[config.mk]
export PLATFORM = sky130hd
export DESIGN_NAME = fetch_queue_flat
export DESIGN_NICKNAME = d
export VERILOG_FILES = /design/src/rtl/fetch_queue_pkg.sv /design/src/rtl/fetch_queue_if.sv /design/src/rtl/fetch_queue_fifo_ptr_ctrl.sv /design/src/rtl/fetch_queue.sv /design/src/flat_wrapper.sv
export SDC_FILE = /design/constraint.sdc
export NUM_CORES = 1
export LEC_CHECK = 0
export ABC_CLOCK_PERIOD_IN_PS = 17300
export BUFFER_PORTS_ARGS = -buffer_cell sky130_fd_sc_hd__buf_2
export CAP_MARGIN = 40
export CELL_PAD_IN_SITES_DETAIL_PLACEMENT = 0
export CELL_PAD_IN_SITES_GLOBAL_PLACEMENT = 2
export CORE_UTILIZATION = 35
export DETAILED_ROUTE_END_ITERATION = 10
export HOLD_SLACK_MARGIN = 0.02
export PLACE_DENSITY_LB_ADDON = 0.1
export SETUP_SLACK_MARGIN = 0.05
export SLEW_MARGIN = 20
export SYNTH_ARGS = -nofsm -noshare
export SYNTH_HDL_FRONTEND = slang
export SYNTH_SLANG_ARGS = --single-unit
[constraint.sdc]
create_clock -name CLK -period 17.3 [get_ports CLK]
set_clock_uncertainty 0.15 [all_clocks]
set_input_delay 0.865 -clock CLK [delete_from_list [all_inputs] [get_ports CLK]]
set_output_delay 0.865 -clock CLK [all_outputs]
set_load 0.02 [all_outputs]
[src/rtl/fetch_queue_pkg.sv]
// fetch_queue_pkg: default widths and elaboration helpers shared by the fetch queue files.
// Ports: none (package).
package fetch_queue_pkg;
    localparam int DEF_DEPTH   = 4;
    localparam int DEF_INSTR_W = 32;
    localparam int DEF_ADDR_W  = 32;
    localparam int DEF_PRED_W  = 2;

    // Packed entry layout, LSB first: Instr, PC, PC+4, taken bit, predictor bits.
    function automatic int entry_w(int iw, int aw, int pw);
        return iw + 2 * aw + 1 + pw;
    endfunction

    function automatic bit depth_ok(int d);
        return d >= 2 && (d & (d - 1)) == 0;
    endfunction
endpackage

[src/rtl/fetch_queue_if.sv]
// fetch_queue_if: IF-side push channel, ID-side head/pop channel and control for fetch_queue.
// Ports: master drives FLUSH/STALL/Valid_IF/fetch fields and reads head and status;
//        slave is the queue itself.
interface fetch_queue_if import fetch_queue_pkg::*; #(
    parameter int DEPTH   = DEF_DEPTH,
    parameter int INSTR_W = DEF_INSTR_W,
    parameter int ADDR_W  = DEF_ADDR_W,
    parameter int PRED_W  = DEF_PRED_W
);
    localparam int CNT_W = $clog2(DEPTH + 1);

    logic               FLUSH;
    logic               STALL;
    logic               Valid_IF;
    logic               Ready_IF;
    logic [INSTR_W-1:0] Instr1_IF;
    logic [ADDR_W-1:0]  Instr_PC_IF;
    logic [ADDR_W-1:0]  Instr_PC_Plus4_IF;
    logic               Branch_prediction_IN;
    logic [PRED_W-1:0]  Branch_predictions_IN;
    logic               Valid_OUT;
    logic [INSTR_W-1:0] Instr1_OUT;
    logic [ADDR_W-1:0]  Instr_PC_OUT;
    logic [ADDR_W-1:0]  Instr_PC_Plus4;
    logic               Branch_prediction_OUT;
    logic [PRED_W-1:0]  Branch_predictions_OUT;
    logic [CNT_W-1:0]   Count_OUT;
    logic               Full_OUT;
    logic               Empty_OUT;

    modport master (
        output FLUSH, STALL, Valid_IF, Instr1_IF, Instr_PC_IF, Instr_PC_Plus4_IF,
               Branch_prediction_IN, Branch_predictions_IN,
        input  Ready_IF, Valid_OUT, Instr1_OUT, Instr_PC_OUT, Instr_PC_Plus4,
               Branch_prediction_OUT, Branch_predictions_OUT, Count_OUT, Full_OUT, Empty_OUT
    );

    modport slave (
        input  FLUSH, STALL, Valid_IF, Instr1_IF, Instr_PC_IF, Instr_PC_Plus4_IF,
               Branch_prediction_IN, Branch_predictions_IN,
        output Ready_IF, Valid_OUT, Instr1_OUT, Instr_PC_OUT, Instr_PC_Plus4,
               Branch_prediction_OUT, Branch_predictions_OUT, Count_OUT, Full_OUT, Empty_OUT
    );
endinterface

[src/rtl/fetch_queue_fifo_ptr_ctrl.sv]
// fifo_ptr_ctrl: read/write pointers, occupancy, full/empty and push/pop qualification.
// Ports: clk, rst_n (async active-low); flush, valid_in, stall in;
//        push, pop, wr_ptr, rd_ptr, count, full, empty out.
module fifo_ptr_ctrl #(
    parameter int  DEPTH = 4,
    localparam int PTR_W = $clog2(DEPTH),
    localparam int CNT_W = $clog2(DEPTH + 1)
) (
    input  logic             clk,
    input  logic             rst_n,
    input  logic             flush,
    input  logic             valid_in,
    input  logic             stall,
    output logic             push,
    output logic             pop,
    output logic [PTR_W-1:0] wr_ptr,
    output logic [PTR_W-1:0] rd_ptr,
    output logic [CNT_W-1:0] count,
    output logic             full,
    output logic             empty
);
    logic [PTR_W-1:0] wr_ptr_q, wr_ptr_d, rd_ptr_q, rd_ptr_d;
    logic [CNT_W-1:0] count_q, count_d;

    assign full   = count_q == CNT_W'(DEPTH);
    assign empty  = count_q == '0;
    assign wr_ptr = wr_ptr_q;
    assign rd_ptr = rd_ptr_q;
    assign count  = count_q;

    // Flush overrides both handshakes; pointers wrap naturally since DEPTH is a power of 2.
    always_comb begin
        push     = valid_in & ~full & ~flush;
        pop      = ~empty & ~stall & ~flush;
        wr_ptr_d = flush ? '0 : wr_ptr_q + PTR_W'(push);
        rd_ptr_d = flush ? '0 : rd_ptr_q + PTR_W'(pop);
        count_d  = flush ? '0 : count_q + CNT_W'(push) - CNT_W'(pop);
    end

    always_ff @(posedge clk or negedge rst_n) begin
        if (!rst_n) begin
            wr_ptr_q <= '0;
            rd_ptr_q <= '0;
            count_q  <= '0;
        end else begin
            wr_ptr_q <= wr_ptr_d;
            rd_ptr_q <= rd_ptr_d;
            count_q  <= count_d;
        end
    end
endmodule

[src/rtl/fetch_queue.sv]
// fetch_queue: DEPTH-entry FIFO of fetched instructions between IF and ID.
// Ports: CLK, RESET (async active-low); bus (fetch_queue_if.slave) carrying FLUSH, STALL,
//        IF push channel with Ready_IF, head outputs for ID, Count_OUT, Full_OUT, Empty_OUT.
module fetch_queue import fetch_queue_pkg::*; #(
    parameter int DEPTH   = DEF_DEPTH,
    parameter int INSTR_W = DEF_INSTR_W,
    parameter int ADDR_W  = DEF_ADDR_W,
    parameter int PRED_W  = DEF_PRED_W
) (
    input logic          CLK,
    input logic          RESET,
    fetch_queue_if.slave bus
);
    localparam int EW    = entry_w(INSTR_W, ADDR_W, PRED_W);
    localparam int PTR_W = $clog2(DEPTH);

    if (!depth_ok(DEPTH)) begin : g_bad_depth
        $error("fetch_queue: DEPTH must be a power of 2 and >= 2");
    end

    logic             push, pop, full, empty;
    logic [PTR_W-1:0] wr_ptr, rd_ptr;
    logic [EW-1:0]    mem_q [DEPTH];
    logic [EW-1:0]    mem_d [DEPTH];
    logic [EW-1:0]    head;

    fifo_ptr_ctrl #(.DEPTH(DEPTH)) u_ctrl (
        .clk      (CLK),
        .rst_n    (RESET),
        .flush    (bus.FLUSH),
        .valid_in (bus.Valid_IF),
        .stall    (bus.STALL),
        .push     (push),
        .pop      (pop),
        .wr_ptr   (wr_ptr),
        .rd_ptr   (rd_ptr),
        .count    (bus.Count_OUT),
        .full     (full),
        .empty    (empty)
    );

    always_comb begin
        mem_d = mem_q;
        if (push)
            mem_d[wr_ptr] = {bus.Branch_predictions_IN, bus.Branch_prediction_IN,
                             bus.Instr_PC_Plus4_IF, bus.Instr_PC_IF, bus.Instr1_IF};
    end

    // Storage is not reset: the head is masked to zero whenever the queue is empty.
    always_ff @(posedge CLK) mem_q <= mem_d;

    assign head          = empty ? '0 : mem_q[rd_ptr];
    assign {bus.Branch_predictions_OUT, bus.Branch_prediction_OUT,
            bus.Instr_PC_Plus4, bus.Instr_PC_OUT, bus.Instr1_OUT} = head;
    assign bus.Valid_OUT = ~empty;
    assign bus.Empty_OUT = empty;
    assign bus.Full_OUT  = full;
    assign bus.Ready_IF  = ~full;

    logic unused;
    assign unused = pop;
endmodule
[src/flat_wrapper.sv]
// flat-port wrapper written by rule: the top's interface ports become plain ports
module fetch_queue_flat import fetch_queue_pkg::*;
#(
    parameter int DEPTH   = DEF_DEPTH,
    parameter int INSTR_W = DEF_INSTR_W,
    parameter int ADDR_W  = DEF_ADDR_W,
    parameter int PRED_W  = DEF_PRED_W
)
  (CLK, RESET, bus_FLUSH, bus_STALL, bus_Valid_IF, bus_Instr1_IF, bus_Instr_PC_IF, bus_Instr_PC_Plus4_IF, bus_Branch_prediction_IN, bus_Branch_predictions_IN, bus_Ready_IF, bus_Valid_OUT, bus_Instr1_OUT, bus_Instr_PC_OUT, bus_Instr_PC_Plus4, bus_Branch_prediction_OUT, bus_Branch_predictions_OUT, bus_Count_OUT, bus_Full_OUT, bus_Empty_OUT);
  fetch_queue_if #(.DEPTH(DEPTH), .INSTR_W(INSTR_W), .ADDR_W(ADDR_W), .PRED_W(PRED_W)) bus_i ();
  input logic CLK;
  input logic RESET;
  input wire logic [$bits(bus_i.FLUSH)-1:0] bus_FLUSH;
  input wire logic [$bits(bus_i.STALL)-1:0] bus_STALL;
  input wire logic [$bits(bus_i.Valid_IF)-1:0] bus_Valid_IF;
  input wire logic [$bits(bus_i.Instr1_IF)-1:0] bus_Instr1_IF;
  input wire logic [$bits(bus_i.Instr_PC_IF)-1:0] bus_Instr_PC_IF;
  input wire logic [$bits(bus_i.Instr_PC_Plus4_IF)-1:0] bus_Instr_PC_Plus4_IF;
  input wire logic [$bits(bus_i.Branch_prediction_IN)-1:0] bus_Branch_prediction_IN;
  input wire logic [$bits(bus_i.Branch_predictions_IN)-1:0] bus_Branch_predictions_IN;
  output wire logic [$bits(bus_i.Ready_IF)-1:0] bus_Ready_IF;
  output wire logic [$bits(bus_i.Valid_OUT)-1:0] bus_Valid_OUT;
  output wire logic [$bits(bus_i.Instr1_OUT)-1:0] bus_Instr1_OUT;
  output wire logic [$bits(bus_i.Instr_PC_OUT)-1:0] bus_Instr_PC_OUT;
  output wire logic [$bits(bus_i.Instr_PC_Plus4)-1:0] bus_Instr_PC_Plus4;
  output wire logic [$bits(bus_i.Branch_prediction_OUT)-1:0] bus_Branch_prediction_OUT;
  output wire logic [$bits(bus_i.Branch_predictions_OUT)-1:0] bus_Branch_predictions_OUT;
  output wire logic [$bits(bus_i.Count_OUT)-1:0] bus_Count_OUT;
  output wire logic [$bits(bus_i.Full_OUT)-1:0] bus_Full_OUT;
  output wire logic [$bits(bus_i.Empty_OUT)-1:0] bus_Empty_OUT;
  assign bus_i.FLUSH = bus_FLUSH;
  assign bus_i.STALL = bus_STALL;
  assign bus_i.Valid_IF = bus_Valid_IF;
  assign bus_i.Instr1_IF = bus_Instr1_IF;
  assign bus_i.Instr_PC_IF = bus_Instr_PC_IF;
  assign bus_i.Instr_PC_Plus4_IF = bus_Instr_PC_Plus4_IF;
  assign bus_i.Branch_prediction_IN = bus_Branch_prediction_IN;
  assign bus_i.Branch_predictions_IN = bus_Branch_predictions_IN;
  assign bus_Ready_IF = bus_i.Ready_IF;
  assign bus_Valid_OUT = bus_i.Valid_OUT;
  assign bus_Instr1_OUT = bus_i.Instr1_OUT;
  assign bus_Instr_PC_OUT = bus_i.Instr_PC_OUT;
  assign bus_Instr_PC_Plus4 = bus_i.Instr_PC_Plus4;
  assign bus_Branch_prediction_OUT = bus_i.Branch_prediction_OUT;
  assign bus_Branch_predictions_OUT = bus_i.Branch_predictions_OUT;
  assign bus_Count_OUT = bus_i.Count_OUT;
  assign bus_Full_OUT = bus_i.Full_OUT;
  assign bus_Empty_OUT = bus_i.Empty_OUT;
  fetch_queue #(.DEPTH(DEPTH), .INSTR_W(INSTR_W), .ADDR_W(ADDR_W), .PRED_W(PRED_W)) u_core (.CLK(CLK), .RESET(RESET), .bus(bus_i));
endmodule
==> results.py <==
metrics = {
    "run_status": {
        "status": "finished clean",
    },
    "clock_network": {
        "htreeDepth": 2,
        "cts_sinks": 403,
        "cts.path.max_buffers": 3,
        "cts_tree": "yes",
        "cts.clk_slew.worst_paths_ns": 0.06,
        "clk_latency_ns": 0.55,
        "cts_inserted_buffers": 45,
        "cts.root.buffer_cell": "clkbuf_16",
    },
    "placement": {
        "port_buffers": 209,
        "dp_cells": 1442,
        "gp_congestion": 0.681,
        "dp_hpwl_mm": 19.4,
    },
    "critical_path": {
        "reg2reg_to": "u_core.u_ctrl.count[2]",
        "worst_r2r_path_depth": 10,
        "worstPathRequired_ns": 16.28,
        "critPathLaunchType": "register",
        "slowest_stage": "dfrtp_4",
        "cp.depth": 4,
        "rrSetupSlack_ns": 14.54,
        "path_buf_inv": 2,
        "slowest_delay_ns": 0.85,
        "crit_start": "u_core.u_ctrl.rd_ptr[0]",
        "crit_end": "bus_Instr_PC_Plus4[28]",
        "path_cells": "buf_4, mux4_2, and2_1, buf_2",
        "crit_path_max_fanout": 34,
        "arrival_ns": 3.11,
        "r2r_start": "u_core.u_ctrl.count[1]",
        "crit_path_end_kind": "output port",
        "worstSetupPathType": "reg -> out",
        "critical_path.top_delay_family": "buffers and inverters",
    },
    "synth": {
        "seq_area_frac_synth_pct": 78.8,
        "synth.distinct_cells": 25,
        "syn_inst": 664,
        "ys_ff_latch": 403,
        "synth_area_leader_cell": "edfxtp_1",
        "syn_area_um2": 15300,
        "syn_nets": 773,
        "netlist_top_cells_area": "edfxtp_1, mux4_2, and2_1, dfrtp_1, clkbuf_1",
        "syn_area_per_cell_um2": 23.1,
        "netlist.area_leader.share_pct": 77.6,
        "ys.warnings.count": 0,
    },
    "floorplanning": {
        "rows": 76,
        "ios": 210,
        "die_y_um": 211,
        "core_um2": 43200,
        "dieArea_um2": 44600,
        "die-width_um": 211,
        "start_util_pct": 35.5,
    },
    "worst_hold_path": {
        "hold_class": "in -> reg",
    },
    "routing": {
        "drc_errors": 0,
        "ant_nets": 0,
        "met1_length_mm": 13.7,
        "vias_per_cell": 4.80,
        "drt_wl_total_mm": 32.6,
        "drt_iter0_drc": 333,
        "route.met3.wl_mm": 1.88,
        "wl_per_cell_um": 21.4,
        "first_pass_iters": 4,
        "top_layer": "met5",
        "vias": 7318,
        "met2_wirelength_mm": 16.2,
    },
    "sta": {
        "finalMaxSlewViolations": 0,
        "finalSetupViolCount": 0,
        "tightest_slew_ns": 0.731,
        "finalCriticalPeriod_ns": 4.13,
        "slew-limit-headroom_pct": 50.9,
        "timing.fmax_mhz": 242,
        "min_period_over_period_pct": 23.9,
        "rsz0062_at_grt": "no",
        "setup_tns_ns": 0,
        "final-hold-violation-count": 0,
    },
    "power": {
        "power.density_nw_per_um2": 141,
        "p_int_mw": 1.87,
        "peakVddDrop_v": 0.0000750,
        "swShare_pct": 28.6,
        "p_switching_uw": 747,
        "leakagePower_nw": 6.31,
        "clock_power_share_pct": 33.9,
        "seq_power_share_pct": 43.5,
        "p_comb_share_pct": 22.5,
    },
    "global_route": {
        "overflow": 0,
        "grt_pass1_vias": 7972,
        "grt_start_max_net_pins": 55,
        "track_usage_pct": 15.0,
        "antenna_found_initial": 6,
        "grt_pass1_wl_mm": 49.1,
    },
    "finish": {
        "fin_cells": 1526,
        "finalNetCount": 1015,
        "fin_util_pct": 43.1,
        "area_delta_synth_final_pct": 21.4,
        "layout-drive-gt1-share_pct": 42.2,
    },
    "run": {
        "cap_violations": 0,
    },
}
==> registers in the layout, indices dropped and copies added, names as in the netlist <==
name	flops
u_core.mem_q	396
u_core.u_ctrl.count	3
u_core.u_ctrl.rd_ptr	2
u_core.u_ctrl.wr_ptr	2
==> stage by stage <==
step	hold WS [ns]	worst slack (ns)	area, µm²	total power, mW
final	0.363	13.17	18600	2.62
after global routing	0.339	12.88	18600	2.74
after detailed placement	0.509	13.60	17200	1.77
after floorplan	0.398	4.91	15300	1.54
after global placement	0.470	13.62	17100	1.75
after CTS	0.322	12.98	18600	2.67
==> cell type report <==
class / instances / area (µm²)
Fill cell: 3900 / 24600
Sequential cell: 403 / 12100
Multi-Input combinational cell: 223 / 3110
Timing Repair Buffer: 229 / 1300
Clock buffer: 54 / 1200
Tap cell: 585 / 732
Clock inverter: 27 / 178
Inverter: 4 / 15.0
Antenna cell: 1 / 2.50
==> synthesized netlist by cell type (all sizes together) <==
library cell / number
and2: 99
buf: 14
clkbuf: 20
dfrtp: 7
edfxtp: 396
fa: 1
ha: 4
inv: 4
mux4: 99
nand2b: 1
nor2: 5
nor2b: 3
nor3: 1
nor3b: 1
nor4: 1
nor4b: 2
nor4bb: 1
or2: 1
or3: 1
xnor2: 2
xnor3: 1
==> cells in the final DEF, fill, tap and decap left out, drive strengths merged, types with 2 or more instances in the layout <==
master,n
dfrtp,7
ha,4
clkbuf,54
clkinvlp,2
buf,228
clkinv,22
bufinv,2
and2,99
nor2,5
nor2b,3
inv,5
nor4b,2
xnor2,2
mux4,99
edfxtp,396
==> metal layers <==
metal / track usage, % / vias to the layer above
met5: 0 / -
met2: 24.6 / 193
met1: 19.3 / 3846
met3: 3.69 / 65
met4: 5.77 / 10
li1: - / 3204
==> power groups by stage <==
stage / clock network, mW / logic, mW / registers (mW)
floorplan: 0 / 0.385 / 1.16
global placement: 0 / 0.595 / 1.16
detailed placement: 0 / 0.609 / 1.16
CTS: 0.919 / 0.613 / 1.14
global route: 0.953 / 0.640 / 1.14
finish: 0.888 / 0.590 / 1.14
==> cell families (layout without fill, tap and decap cells) <==
| family | count (synthesis) | in the layout | synth area share, % |
|---|---|---|---|
| buf+inv | 38 | 314 | 1.22 |
| mux | 99 | 99 | 14.6 |
| simple gates | 116 | 116 | 4.74 |
| xor+xnor | 3 | 3 | 0.261 |
| other cells | 0 | 1 | 0 |
| fa+ha+maj | 5 | 5 | 0.457 |
| flops | 403 | 403 | 78.8 |
==> worst min-delay path by stage <==
stage	from	cells after the start	end	slack, ns
floorplan	u_core.u_ctrl.wr_ptr[1]	2	u_core.u_ctrl.wr_ptr[1]	0.40
global placement	u_core.u_ctrl.wr_ptr[1]	2	u_core.u_ctrl.wr_ptr[1]	0.47
detailed placement	u_core.u_ctrl.wr_ptr[1]	2	u_core.u_ctrl.wr_ptr[1]	0.51
CTS	bus_Instr1_IF[3]	1	u_core.mem_q[201]	0.32
global route	bus_Instr1_IF[30]	1	u_core.mem_q[129]	0.34
finish	bus_Instr1_IF[19]	1	u_core.mem_q[118]	0.36
==> repair_timing <==
item	4_1_cts	5_1_grt
gates resized for setup	0	0
setup buffers	0	0
hold buffers	1	0
hold endpoints to repair	7	0
No activity file was read; power rests on OpenSTA's default activity.
